**src/rtl/duty_ramp_pwm.sv**
```systemverilog
// duty_ramp_pwm: multi-channel breathing-LED level ramps driven by a
// shared step prescaler, with a shared counter turning levels into PWM.
module duty_ramp_pwm #(
  parameter int CH         = 4,
  parameter int LEVEL_W    = 4,
  parameter int MAX_LEVEL  = 10,
  parameter int STEP_W     = 10,
  parameter int PHASE_STEP = 2
) (
  input  logic                    clk,
  input  logic                    rst,
  input  logic                    en,
  input  logic                    mode,
  input  logic [STEP_W-1:0]       step_div,
  input  logic [STEP_W-1:0]       hold_top,
  output logic [CH*LEVEL_W-1:0]   duty_cycle,
  output logic [CH-1:0]           pwm_out,
  output logic                    step_tick,
  output logic [CH-1:0]           cycle_done
);

  localparam logic [LEVEL_W-1:0] MAX_L   = LEVEL_W'(MAX_LEVEL);
  localparam logic [LEVEL_W-1:0] PWM_TOP = LEVEL_W'(MAX_LEVEL - 1);

  typedef enum logic [1:0] {
    UP   = 2'd0,
    HOLD = 2'd1,
    DOWN = 2'd2
  } ch_state_e;

  logic [STEP_W-1:0]  presc_q;
  logic [LEVEL_W-1:0] pwm_cnt_q;
  logic               tick;

  ch_state_e          state_q [CH];
  ch_state_e          state_d [CH];
  logic [LEVEL_W-1:0] level_q [CH];
  logic [LEVEL_W-1:0] level_d [CH];
  logic [STEP_W-1:0]  hold_q  [CH];
  logic [STEP_W-1:0]  hold_d  [CH];
  logic [CH-1:0]      done_d;
  logic [CH-1:0]      pwm_d;

  function automatic logic [LEVEL_W-1:0] rst_level(input int i);
    int v;
    v = i * PHASE_STEP;
    if (v > MAX_LEVEL) v = MAX_LEVEL;
    return LEVEL_W'(v);
  endfunction

  // Equality compare: lowering step_div under the count lets it wrap.
  assign tick = en && (presc_q == step_div);

  always_comb begin
    for (int i = 0; i < CH; i++) begin
      state_d[i] = state_q[i];
      level_d[i] = level_q[i];
      hold_d[i]  = hold_q[i];
      done_d[i]  = 1'b0;
      pwm_d[i]   = en && (pwm_cnt_q < level_q[i]);
      if (tick) begin
        unique case (state_q[i])
          UP: begin
            if (level_q[i] < MAX_L) begin
              level_d[i] = level_q[i] + LEVEL_W'(1);
            end else begin
              state_d[i] = HOLD;
              hold_d[i]  = '0;
            end
          end
          HOLD: begin
            if (hold_q[i] >= hold_top) begin
              if (mode) begin
                level_d[i] = '0;
                state_d[i] = UP;
                done_d[i]  = 1'b1;
              end else begin
                state_d[i] = DOWN;
              end
            end else begin
              hold_d[i] = hold_q[i] + STEP_W'(1);
            end
          end
          DOWN: begin
            if (mode) begin
              state_d[i] = UP;
            end else if (level_q[i] != '0) begin
              level_d[i] = level_q[i] - LEVEL_W'(1);
            end else begin
              state_d[i] = UP;
              done_d[i]  = 1'b1;
            end
          end
          default: state_d[i] = UP;
        endcase
      end
    end
  end

  always_ff @(posedge clk) begin
    if (rst) begin
      presc_q    <= '0;
      pwm_cnt_q  <= '0;
      step_tick  <= 1'b0;
      pwm_out    <= '0;
      cycle_done <= '0;
      for (int i = 0; i < CH; i++) begin
        state_q[i] <= UP;
        level_q[i] <= rst_level(i);
        hold_q[i]  <= '0;
      end
    end else begin
      step_tick  <= tick;
      cycle_done <= done_d;
      pwm_out    <= pwm_d;
      if (en) begin
        presc_q   <= tick ? '0 : presc_q + STEP_W'(1);
        pwm_cnt_q <= (pwm_cnt_q == PWM_TOP) ? '0
                   : pwm_cnt_q + LEVEL_W'(1);
      end
      for (int i = 0; i < CH; i++) begin
        state_q[i] <= state_d[i];
        level_q[i] <= level_d[i];
        hold_q[i]  <= hold_d[i];
      end
    end
  end

  for (genvar g = 0; g < CH; g++) begin : g_ch
    assign duty_cycle[g*LEVEL_W +: LEVEL_W] = level_q[g];

    a_level_range: assert property (
      @(posedge clk) disable iff (rst) level_q[g] <= MAX_L
    );
  end

endmodule

```
**config.mk**
```make
export PLATFORM = sky130hd
export DESIGN_NAME = duty_ramp_pwm
export DESIGN_NICKNAME = d
export VERILOG_FILES = /design/src/rtl/duty_ramp_pwm.sv
export SDC_FILE = /design/constraint.sdc
export NUM_CORES = 1
export LEC_CHECK = 0
export ABC_AREA = 1
export BUFFER_PORTS_ARGS = -buffer_cell sky130_fd_sc_hd__clkbuf_2
export CORE_ASPECT_RATIO = 1.1
export CORE_UTILIZATION = 45
export DETAILED_ROUTE_END_ITERATION = 7
export SLEW_MARGIN = 20
export SYNTH_ARGS = -nofsm -noshare
export SYNTH_HDL_FRONTEND = slang
export SYNTH_SLANG_ARGS = --single-unit
```
**constraint.sdc**
```tcl
create_clock -name clk -period 2.1 [get_ports clk]
set_clock_uncertainty 0.15 [all_clocks]
set_input_delay 0.105 -clock clk [delete_from_list [all_inputs] [get_ports clk]]
set_output_delay 0.105 -clock clk [all_outputs]
set_load 0.02 [all_outputs]
```
**Word level (Yosys, flattened, before mapping)**

Memories as Yosys holds them, arrays and structs flattened.
Cells that the tools add are included.
Widths: inputs -> output; s select.

- Flip-flop bits (word level): 23
- RAM bits: 64
- Bits of input ports: 24
- Output and inout bits: 25
- Word-level logic and storage cells: 174
- Memories: 3

- Add/sub/neg operators: 14
- Magnitude comparators: 12
- Equality and inequality tests: 10
- Muxes and demuxes: 103
- Bitwise operators: 13
- Reductions and logical operators: 14

Memories:

| memory | words | bits a word | read ports | clocked after memory_dff | wr ports | line | RTL |
|---|---|---|---|---|---|---|---|
| hold_q | 4 | 10 | 4 | 0 | 4 | 39 | `logic [STEP_W-1:0] hold_q [CH];` |
| level_q | 4 | 4 | 4 | 0 | 4 | 37 | `logic [LEVEL_W-1:0] level_q [CH];` |
| state_q | 4 | 2 | 4 | 0 | 4 | 35 | `ch_state_e state_q [CH];` |

Operators with widths:

| kind | number |
|---|---|
| $mux 10 | 17 |
| $mux 4 | 29 |
| $pmux 10 s2 | 4 |
| $add 10x1->10 const B | 5 |
| $mux 2 | 25 |
| $pmux 4 s3 | 4 |
| $ge 10x10->1 | 4 |
| $pmux 2 s3 | 4 |
| $add 4x1->4 const B | 5 |
| $lt 4x4->1 | 4 |
| $lt 4x4->1 const B | 4 |
| $mux 1 | 16 |
| $reduce_bool 4->1 | 4 |
| $sub 4x1->4 const B | 4 |
| $or 1x1->1 | 12 |
| $eq 10x10->1 | 1 |
| $eq 2x1->1 const B | 4 |
| $eq 2x2->1 const B | 4 |
| $logic_not 2->1 | 4 |
| $pmux 1 s2 | 4 |
| $logic_and 1x1->1 | 5 |
| $eq 4x4->1 const B | 1 |
| $reduce_or 2->1 | 1 |
| $not 1->1 | 1 |

**Longest topological paths before layout**

Gate-level depths: netlist of run 1.

- Word-level depth: 6
- Mapped depth: 14
- Depth with buffers taken out: 13

**Least setup slack after synthesis of run 1**

Ideal clock, no wire load.

- Path type: reg-to-reg
- Start: memory hold_q[2][0]
- End: memory hold_q[2][9]
- Setup time: 0.132 ns
- Arrival time: 1.651 ns
- Data required time: 1.818 ns
- Path slack: 0.166 ns
- Cell stages (with the launch flop): 11
- Path buffers: 0
- Period minus slack after synthesis: 1.934 ns
- Cells stage by stage: dfxtp_1 -> inv_1 -> ha_1 -> o21ai_0 -> nand2_1 -> nand3_1 -> nand4_1 -> nand2_1 -> nand2_2 -> nand2_1 -> a21oi_1

RTL lines:

| what | line |
|---|---|
| start, declared | 39 |

==> results.md, run 1 <==
- Status: finished clean
- Top cells by area, synth: dfxtp_1 26%, ha_1 15%, nand2_1 14%
- DRT Wirelength: 17200 um
- Area share of the largest cell type after synthesis: 0.261
- Gr ovfl total: 0
- Max-Cap Viols: 0
- Sequential power share: 0.470
- Delay of the slowest critical-path stage: a little under 400 ps
- Antenna cells: 0
- H-tree depth: 3
- Worst Setup Path Type: reg -> reg
- Yosys cell types: 39
- Endpoints failing setup: 0
- Gr usage total: 0.234
- Final period utilization: 0.947
- Syn-to-layout area delta: 17.1%
- Sw Ratio: 0.248
- Initial antenna violation count: 0
- Nets: around 1200
- Fmax: approximately 0.50 GHz
- Worst VDD drop: roughly 0.00031 V
- PnR Total Power: 3.55 mW
- Syn Nets: 1131
- Antenna-violating nets left: 0
- Total clock sinks: 87
- Cell Int Power: around 2.7 mW
- Clock network fraction of total power: 0.457
- Cells after DPL: between 1000 and 1500
- Critical Path RT: ~2200 ps
- Yosys Warn Count: 0
- Met2 usage: 0.403
- Reg clk slew, reported paths: roughly 70 ps
- Primary FF master, synth: dfxtp_1
- Hold Fails Final Rpt: 0
- Initial Utilization: 0.462
- GR met3 Demand/Resource: 0.0219
- Final hold slack: 16.8 ps
- Clock Latency Late Sink: 350 ps
- Comb pwr share: 0.073
- Syn_area_per_cell: 6.51 um2
- Initial DRT Pass Iterations: 5
- Max Slew Vio Count: 0
- Die Area: 15300 um2
- Fillcell total: between 1000 and 1500
- Vias in the first global route: roughly 5900
- DRT iter0 DRCs: ~420
- Post-synthesis sequential area ratio: 0.261
- EDFF count, synth: 0
- Site row count: 46
- P_sw: 0.881 mW
- Layout cells sized above 1: 0.131
- Cell Pwr Density: 455 nW/um2
- CTS max path bufs: 2
- Worst EP arrival: between 2000 and 2500 ps
- Largest net degree at the start of global routing: 35
- Async set or reset register ratio after synthesis: 0
- Clock buffer count from CTS: 9
- Slew @ Worst Pin: around 530 ps
- Rel. slew slack: 0.642
- Io pins: 49
- Hold WC Path Type: in -> reg
- Unrepaired setup endpoints after global routing: no
- Area leader, netlist: dfxtp_1
- CTS tree: done
- # port buffers: 48
- WL/cell: approximately 13 um
- DP HPWL: between 10000 and 15000 um
- Vert. Die Dim: between 100 and 150 um
- Met1 Use GR: 0.308
- Hold Crit Depth: 2
- Core Area: 14400 um2
- Seq cells post-synth: 87
- Vias post-DR: roughly 6400
- Synth Cell Area: roughly 6700 um2
- Fin cells: 1311
- CP max stage cell: dfxtp_1
- First-pass GRT wire length: ~29000 um
- Crit. End Element: register
- Die X: approximately 120 um
- Clock Root Buffer: clkbuf_16
- RePlAce Congestion: around 0.87
- R2r worst-path depth: 8
- Startpoint Class: register
- Synthesized instance count: roughly 1000
- Layer with the highest usage: met2
- Setup tns final: 0 ps
- Cell leakage power: around 3.8 nW
- Residual DRC count: 0
- Avg Vias per Cell: around 4.9
- Cell breakdown of the critical path: inv_1, ha_1, ha_1, a21oi_1, nand2_1, or2_2, nand4_1, a21oi_1
- CP Max Fanout: 4
- Tmin final: between 1500 and 2000 ps
[kinds of logic after synthesis]
logic type	count (synthesis)	synth area share
AND/OR/NAND/NOR	554	0.359
buffers and inverters	162	0.0929
AO/OA/AOI/OAI	112	0.0930
flip-flops	87	0.261
adder cells (fa/ha/maj)	83	0.160
XOR/XNOR	26	0.0341
[cell usage after synthesis, types with 2 or more instances]
| cell | count |
|---|---|
| a21o_1 | 5 |
| a21oi_1 | 65 |
| a31oi_1 | 3 |
| buf_2 | 6 |
| clkbuf_1 | 10 |
| dfxtp_1 | 87 |
| fa_1 | 4 |
| ha_1 | 79 |
| inv_1 | 139 |
| inv_2 | 4 |
| nand2_1 | 255 |
| nand2_2 | 4 |
| nand3_1 | 97 |
| nand3_4 | 2 |
| nand3b_1 | 2 |
| nand4_1 | 15 |
| nor2_1 | 142 |
| nor2_2 | 4 |
| nor2_4 | 7 |
| nor3_1 | 21 |
| o211ai_1 | 5 |
| o21a_1 | 5 |
| o21ai_0 | 23 |
| xnor2_1 | 9 |
| xor2_1 | 17 |
[cell type report]
class	instances	area (um2)	area share
repair buffers	98	633	0.0810
clock inverters	5	58.8	0.00753
clock buffers	10	229	0.0293
multi-input cells	775	4370	0.559
flip-flops and latches	87	1750	0.224
inverters	144	541	0.0692
well taps	192	240	0.0307
[power by group through the flow]
| stage | Clock (mW) | Sequential, mW | Combinational, mW |
|---|---|---|---|
| after global routing | 1.73 | 1.67 | 0.299 |
| final | 1.62 | 1.67 | 0.260 |
| after CTS | 1.67 | 1.67 | 0.262 |
| after floorplan | 0 | 1.71 | 0.158 |
| after global placement | 0 | 1.71 | 0.256 |
| after detailed placement | 0 | 1.71 | 0.257 |
[metal layers]
metal  share of wire  up-vias
li1                -     3477
met1            0.50     2849
met2            0.46      101
met3           0.024       21
met4           0.017        0
met5               0        -
[layout by cell type (no fill, tap or decap), types with 2 or more instances in the layout]
cell type      instances
a21o_1                 5
a31oi_1                3
buf_4                 47
nand2_1              253
nor3_1                20
fa_1                   4
dlygate4sd3_1          2
o21ai_0               20
dfxtp_2                4
o211ai_1               5
nand3_1               97
clkinvlp_4             2
nor2_4                 9
dfxtp_1               83
nand2_2                5
inv_1                138
nand4_1               15
o21ai_1                3
a21oi_1               65
xor2_1                17
clkbuf_16              9
nand3_4                2
nor2_2                 5
inv_2                  5
clkbuf_2              48
nor2_1               139
ha_1                  76
xnor2_1                9
nand3b_1               2
ha_2                   2
o21a_1                 5
[sequential cells by signal, summed over array words and instances (netlist names)]
name	cells
hold_q	40
level_q	16
presc_q	10
state_q	8
cycle_done	4
pwm_cnt_q	4
pwm_out	4
step_tick	1
[through the flow]
stage	area, um2	utilization	worst slack, ps
after global routing	7810	0.541	2.14
after global placement	7440	0.515	-84.6
after floorplan	6670	-	166
after CTS	7750	0.536	37.8
final	7810	0.541	112
after detailed placement	7440	0.515	-59.7
[critical path, delay by kind of cell (launching register included)]
family                   cells  cell delay, ps
AO/OA/AOI/OAI                2             230
flip-flops                   1             390
buffers and inverters        1              90
adder cells (fa/ha/maj)      2             580
AND/OR/NAND/NOR              3             450
[worst paths after layout]
kind | slack [ps] | end | start
worst min register to register | 350 | hold_q[0][9]$_SDFFE_PP0P_ | hold_q[0][9]$_SDFFE_PP0P_
worst min-delay path | 20 | cycle_done[2]$_SDFF_PP0_ | mode
worst max register to register | 110 | level_q[3][3]$_SDFFE_PP0P_ | state_q[3][0]$_SDFFE_PP0P_
worst max-delay path | 110 | level_q[3][3]$_SDFFE_PP0P_ | state_q[3][0]$_SDFFE_PP0P_
[repair_timing]
item                                    4_1_cts  5_1_grt
setup buffers                                 0        1
hold buffers                                  2        0
endpoints found under the setup margin        4       40
pin swaps                                     0        4
resized for setup                             1       21
hold endpoints to repair                      8        0
Note: power is estimated with default switching activity, not from simulation.
==> run 2, diff against run 1 <==
ABC_AREA = 0   (was 1)
==> run 2 against run 1 <==
Compared with the run above: the run now ends with negative setup slack left; clock-buffer cell count up 1; final area increased by 12%; first-iteration DRC count fell by 38%; critical path depth unchanged; die area shrank 8.8%; critical path type unchanged; critical endpoint is now hold_q[2][6]$_SDFFE_PP0P_; highest routed layer unchanged.
==> results.md, run 2 <==
- Synthesized instance count: about 730
- Most common cell in the netlist: dfxtp_1
- Hold Crit Depth: 4
- Slew @ Worst Pin: 608 ps
- PnR Total Power: between 3 and 4 mW
- First-pass GRT wire length: 27800 um
- Largest regs: hold_q x40, level_q x16, presc_q x10
- Status: complete, but fails checks
- Fin cells: 1087
- Max-Cap Viols: 0
- EDFF count, synth: 0
- Worst EP arrival: 2420 ps
- Die X: around 110 um
- # port buffers: 48
- Cells after DPL: about 1000
- Commonest non-fill, non-tap cell in the layout: buf_4
- Hold_buf cts: 0
- Worst Setup Path Type: reg -> reg
- CP Max Fanout: 6
- Max reg flops: 40
- Area leader, netlist: dfxtp_1
- Top cells by area, synth: dfxtp_1 29%, ha_1 16%, a21oi_1 5.0%
- Critical Path RT: 2230 ps
- Total clock sinks: 87
- R2r worst-path depth: 8
- WL/cell: between 15 and 20 um
- Max Slew Vio Count: 0
- Startpoint Class: register
- RePlAce Congestion: 0.923
- Antenna cells: 0
- Endpoints failing setup: 21
- Failing checks: negative setup slack
- Biggest register: hold_q
- Initial DRT Pass Iterations: 6
- Gr ovfl total: 0
- Worst VDD drop: between 0.0004 and 0.0005 V
- Antenna-violating nets left: 0
- CTS tree: done
- Seq cells post-synth: between 80 and 90
- Syn Nets: between 800 and 900
- Core Area: approximately 13000 um2
- Cell leakage power: 3.65 nW
- Final period utilization: 1.09
- Residual DRC count: 0
- CTS max path bufs: 2
- Primary FF master, synth: dfxtp_1
- Cell Pwr Density: approximately 420 nW/um2
- Crit. End Element: register
- Layout cells sized above 1: 0.400
- Final hold slack: 75.2 ps
- Clock Root Buffer: clkbuf_16
- Site row count: 44
- Area share of the largest cell type after synthesis: 0.287
- Initial antenna violation count: 0
- DP HPWL: approximately 13000 um
- H-tree depth: 3
- Tmin final: ~2300 ps
- Most frequent cells in the layout: 142 x buf_4, 70 x dfxtp_1, 56 x ha_1
- Yosys Warn Count: 0
- Yosys cell types: 62
- Rel. slew slack: 0.595
- Largest net degree at the start of global routing: 26
- Io pins: between 40 and 50
- Fmax: 0.436 GHz
- Gr usage total: 0.254
- Vert. Die Dim: ~120 um
- Clock buffer count from CTS: 9
- Nets: 1029
- Post-synthesis sequential area ratio: 0.287
- Most instantiated cells after synthesis: 87 x dfxtp_1, 79 x ha_1, 61 x a21oi_1
- Min setup slack post-route: -194 ps
- Initial Utilization: 0.460
- Syn-to-layout area delta: 44.6%
- DRT Wirelength: 17900 um
- Die Area: about 14000 um2
- Synth Cell Area: slightly above 6000 um2
- Setup tns final: -2070 ps
- Syn_area_per_cell: ~8.3 um2
- Async set or reset register ratio after synthesis: 0
- Unrepaired setup endpoints after global routing: yes
- Hold Fails Final Rpt: 0
- Vias in the first global route: a little under 6000
- Hold WC Path Type: in -> reg
- Avg Vias per Cell: ~5.6
- Reg clk slew, reported paths: 60 ps
- DRT iter0 DRCs: ~260
- Vias post-DR: around 6100
- Clock Latency Late Sink: roughly 350 ps
## run 2: final timing paths
check                                                  to  slack, ps                 startpoint
worst max-delay path            hold_q[2][6]$_SDFFE_PP0P_       -190  hold_q[2][9]$_SDFFE_PP0P_
worst min-delay path              presc_q[1]$_SDFFE_PP0P_         80                         en
worst max register to register  hold_q[2][6]$_SDFFE_PP0P_       -190  hold_q[2][9]$_SDFFE_PP0P_
worst min register to register  hold_q[0][9]$_SDFFE_PP0P_        330  hold_q[0][9]$_SDFFE_PP0P_
## run 2: timing repair
action                                  in CTS  in global routing
buffers inserted                             7                 17
gates cloned                                 1                  1
pin swaps                                   37                 50
endpoints found under the setup margin      54                 60
gates resized for setup                     52                120
## run 2: report_power, final
| group | switching (mW) | internal [mW] |
|---|---|---|
| registers | 0.0144 | 1.66 |
| logic | 0.208 | 0.176 |
| clock network | 0.665 | 0.974 |
| total | 0.887 | 2.81 |
## run 2: per-stage QoR
stage          area (um2)  utilization  worst slack [ps]
2_1_floorplan        6200            -             -92.9
3_3_place_gp         7500        0.568              -194
3_5_place_dp         7500        0.568              -261
4_1_cts              8070        0.611              -165
5_1_grt              8790        0.665              -273
6_report             8790        0.665              -194
## run 2: logic make-up (layout without fill, tap and decap cells)
logic type	Yosys count	after routing	synth area share
multiplexers	13	13	0.0218
adder cells (fa/ha/maj)	83	83	0.176
XOR/XNOR	30	30	0.0432
AND/OR/NAND/NOR	256	256	0.221
buffers and inverters	73	264	0.0465
AO/OA/AOI/OAI	192	193	0.205
flip-flops	87	87	0.287
## run 2: critical path: stages, from the launching register on
cell	delay, ps
dfxtp_2	350
ha_1	310
a21oi_1	160
o21a_1	190
mux2_2	190
o2111ai_4	150
buf_6	170
or3_1	400
a21oi_2	150
## run 2: layout make-up
class                           instances  area (um2)
Multi-Input combinational cell        575        4930
Fill cell                            1107        4420
Sequential cell                        87        1770
Timing Repair Buffer                  196        1390
Clock buffer                           11         253
Tap cell                              161         201
Inverter                               53         199
Clock inverter                          4        45.0
## run 2: layer usage
metal | wire length (um) | vias to the layer above | GRT usage
met5 | 0 | - | 0
met3 | 495 | 39 | 0.0341
met4 | 600 | 0 | 0.139
met2 | 8890 | 125 | 0.439
li1 | - | 3052 | -
met1 | 7910 | 2891 | 0.307
==> run 3, diff against run 2 <==
GPL_TIMING_DRIVEN = 0   (was default)
==> run 3 against run 2 <==
Compared with the run above: the flow still finishes with violations (negative setup slack); first-iteration DRC count up 3.1%; flip-flop and latch count unchanged; core utilization down 5.7 points; maximum frequency up 0.28%; wire length down 4.5%; sequential share of layout area up 2.6 points; via count down 5.0%; clock power up 3%; sequential power about the same; die area unchanged; worst hold slack worse by 48 ps; non-clock buffer count down 106; critical path type unchanged.
==> results.md, run 3 (same netlist as run 2, synthesis figures left out) <==
- Status: complete, but fails checks
- Failing checks: negative setup slack
- Max reg flops: 40
- Gr ovfl total: 0
- CP Max Fanout: 7
- Finished Core Util: 0.608
- Site row count: 44
- Sw Ratio: 0.241
- Rel. slew slack: 0.567
- Vias in the first global route: about 5400
- DP HPWL: 12100 um
- Worst Setup Path Type: reg -> reg
- Biggest register: hold_q
- Initial DRT Pass Iterations: 5
- Hold Fails Final Rpt: 0
- Antenna-violating nets left: 0
- Slew @ Worst Pin: between 600 and 700 ps
- First-pass GRT wire length: between 20000 and 30000 um
- Fmax: approximately 0.44 GHz
- Largest regs: hold_q x40, level_q x16, presc_q x10
- DRT iter0 DRCs: roughly 270
- Avg Vias per Cell: around 6
- Clock buffer count from CTS: 9
- Final period utilization: 1.09
- Comb pwr share: 0.090
- RePlAce Congestion: 0.883
- Gr usage total: 0.244
- Crit. End Element: register
- Die Area: roughly 14000 um2
- Hold Crit Depth: 2
- Critical Path RT: around 2200 ps
- # port buffers: 48
- Die X: 113 um
- Vert. Die Dim: around 120 um
- Clock Latency Late Sink: ~350 ps
- WL/cell: around 17 um
- Syn-to-layout area delta: 32.2%
- Initial Utilization: 0.460
- Antenna cells: 0
- H-tree depth: 3
- Startpoint Class: register
- Cell Int Power: between 2 and 3 mW
- Cell Pwr Density: roughly 460 nW/um2
- CTS max path bufs: 2
- Total clock sinks: 87
- P_sw: a little under 0.9 mW
- Tmin final: ~2300 ps
- Core Area: between 10000 and 15000 um2
- Io pins: about 50
- Most frequent cells in the layout: 56 x ha_1, 52 x nand2_1, 48 x dfxtp_1, 48 x clkbuf_2, 47 x inv_1
- Min setup slack post-route: -187 ps
- Commonest non-fill, non-tap cell in the layout: ha_1
- Vias post-DR: slightly below 6000
- Worst VDD drop: between 0.0003 and 0.0004 V
- Max Slew Vio Count: 0
- Nets: 923
- Initial antenna violation count: 0
- Worst EP arrival: 2410 ps
- Endpoints failing setup: 24
- Reg clk slew, reported paths: approximately 60 ps
- Pre-CTS setup slack: -403 ps
- CTS tree: done
- DRT Wirelength: ~17000 um
- Cell leakage power: 3.11 nW
- Largest net degree at the start of global routing: 14
- Residual DRC count: 0
- Unrepaired setup endpoints after global routing: yes
- Sequential power share: 0.453
- Max-Cap Viols: 0
- Clock network fraction of total power: 0.457
- Layout cells sized above 1: 0.333
- R2r worst-path depth: 8
- Clock Root Buffer: clkbuf_16
- Hold WC Path Type: in -> reg
[run 3: area by class of cell]
class,count,area (um2)
plain buffers,14,87.6
clock buffers,13,270
clock inverters,3,40.0
fillers,1164,5180
inverters,53,204
multi-input cells,575,4930
flip-flops and latches,87,1820
well taps,161,201
repair buffers,76,477
[run 3: routing by layer]
| layer | global-route usage | vias up | wire (um) |
|---|---|---|---|
| li1 | - | 2837 | - |
| met1 | 0.317 | 2784 | 7650 |
| met2 | 0.395 | 144 | 8230 |
| met3 | 0.0345 | 35 | 652 |
| met4 | 0.132 | 0 | 554 |
| met5 | 0 | - | 0 |
[run 3: through the flow]
stage / instances / hold WS, ps / TNS, ps / cell area (um2) / power [mW]
finish: 982 / 27.5 / -2520 / 8040 / 3.69
global route: 982 / 13.7 / -6010 / 8040 / 3.83
CTS: 977 / 12.6 / -2570 / 7430 / 3.71
detailed placement: 943 / 333 / -14380 / 6640 / 2.00
global placement: 943 / 324 / -11240 / 6640 / 1.99
floorplan: 734 / 95.9 / -169 / 6200 / 1.89
[run 3: repair_timing]
item | CTS | global route
hold buffers | 0 | 0
pin swaps | 44 | 48
hold endpoints to repair | 0 | 0
buffers inserted | 22 | 7
cloned | 1 | 0
setup endpoints to repair | 64 | 71
resized for setup | 90 | 130
[run 3: worst paths after layout]
kind | from | end | slack [ps]
max | hold_q[2][0]$_SDFFE_PP0P_ | hold_q[2][7]$_SDFFE_PP0P_ | -190
max reg2reg | hold_q[2][0]$_SDFFE_PP0P_ | hold_q[2][7]$_SDFFE_PP0P_ | -190
min reg2reg | hold_q[2][1]$_SDFFE_PP0P_ | hold_q[2][1]$_SDFFE_PP0P_ | 340
min | rst | step_tick$_SDFF_PP0_ | 30
[run 3: worst max-delay path, stage by stage (launching register included)]
cell,delay (ps)
dfxtp_4,360
inv_4,40
ha_4,190
nand2b_4,130
a211oi_2,190
a2bb2oi_2,260
o2111ai_4,210
or4_4,560
a21oi_2,120
[run 3: power by group through the flow]
stage / logic, mW / clock network, mW / registers, mW
2_1_floorplan: 0.168 / 0 / 1.73
3_3_place_gp: 0.264 / 0 / 1.72
3_5_place_dp: 0.273 / 0 / 1.72
4_1_cts: 0.294 / 1.73 / 1.68
5_1_grt: 0.369 / 1.79 / 1.67
6_report: 0.334 / 1.69 / 1.67
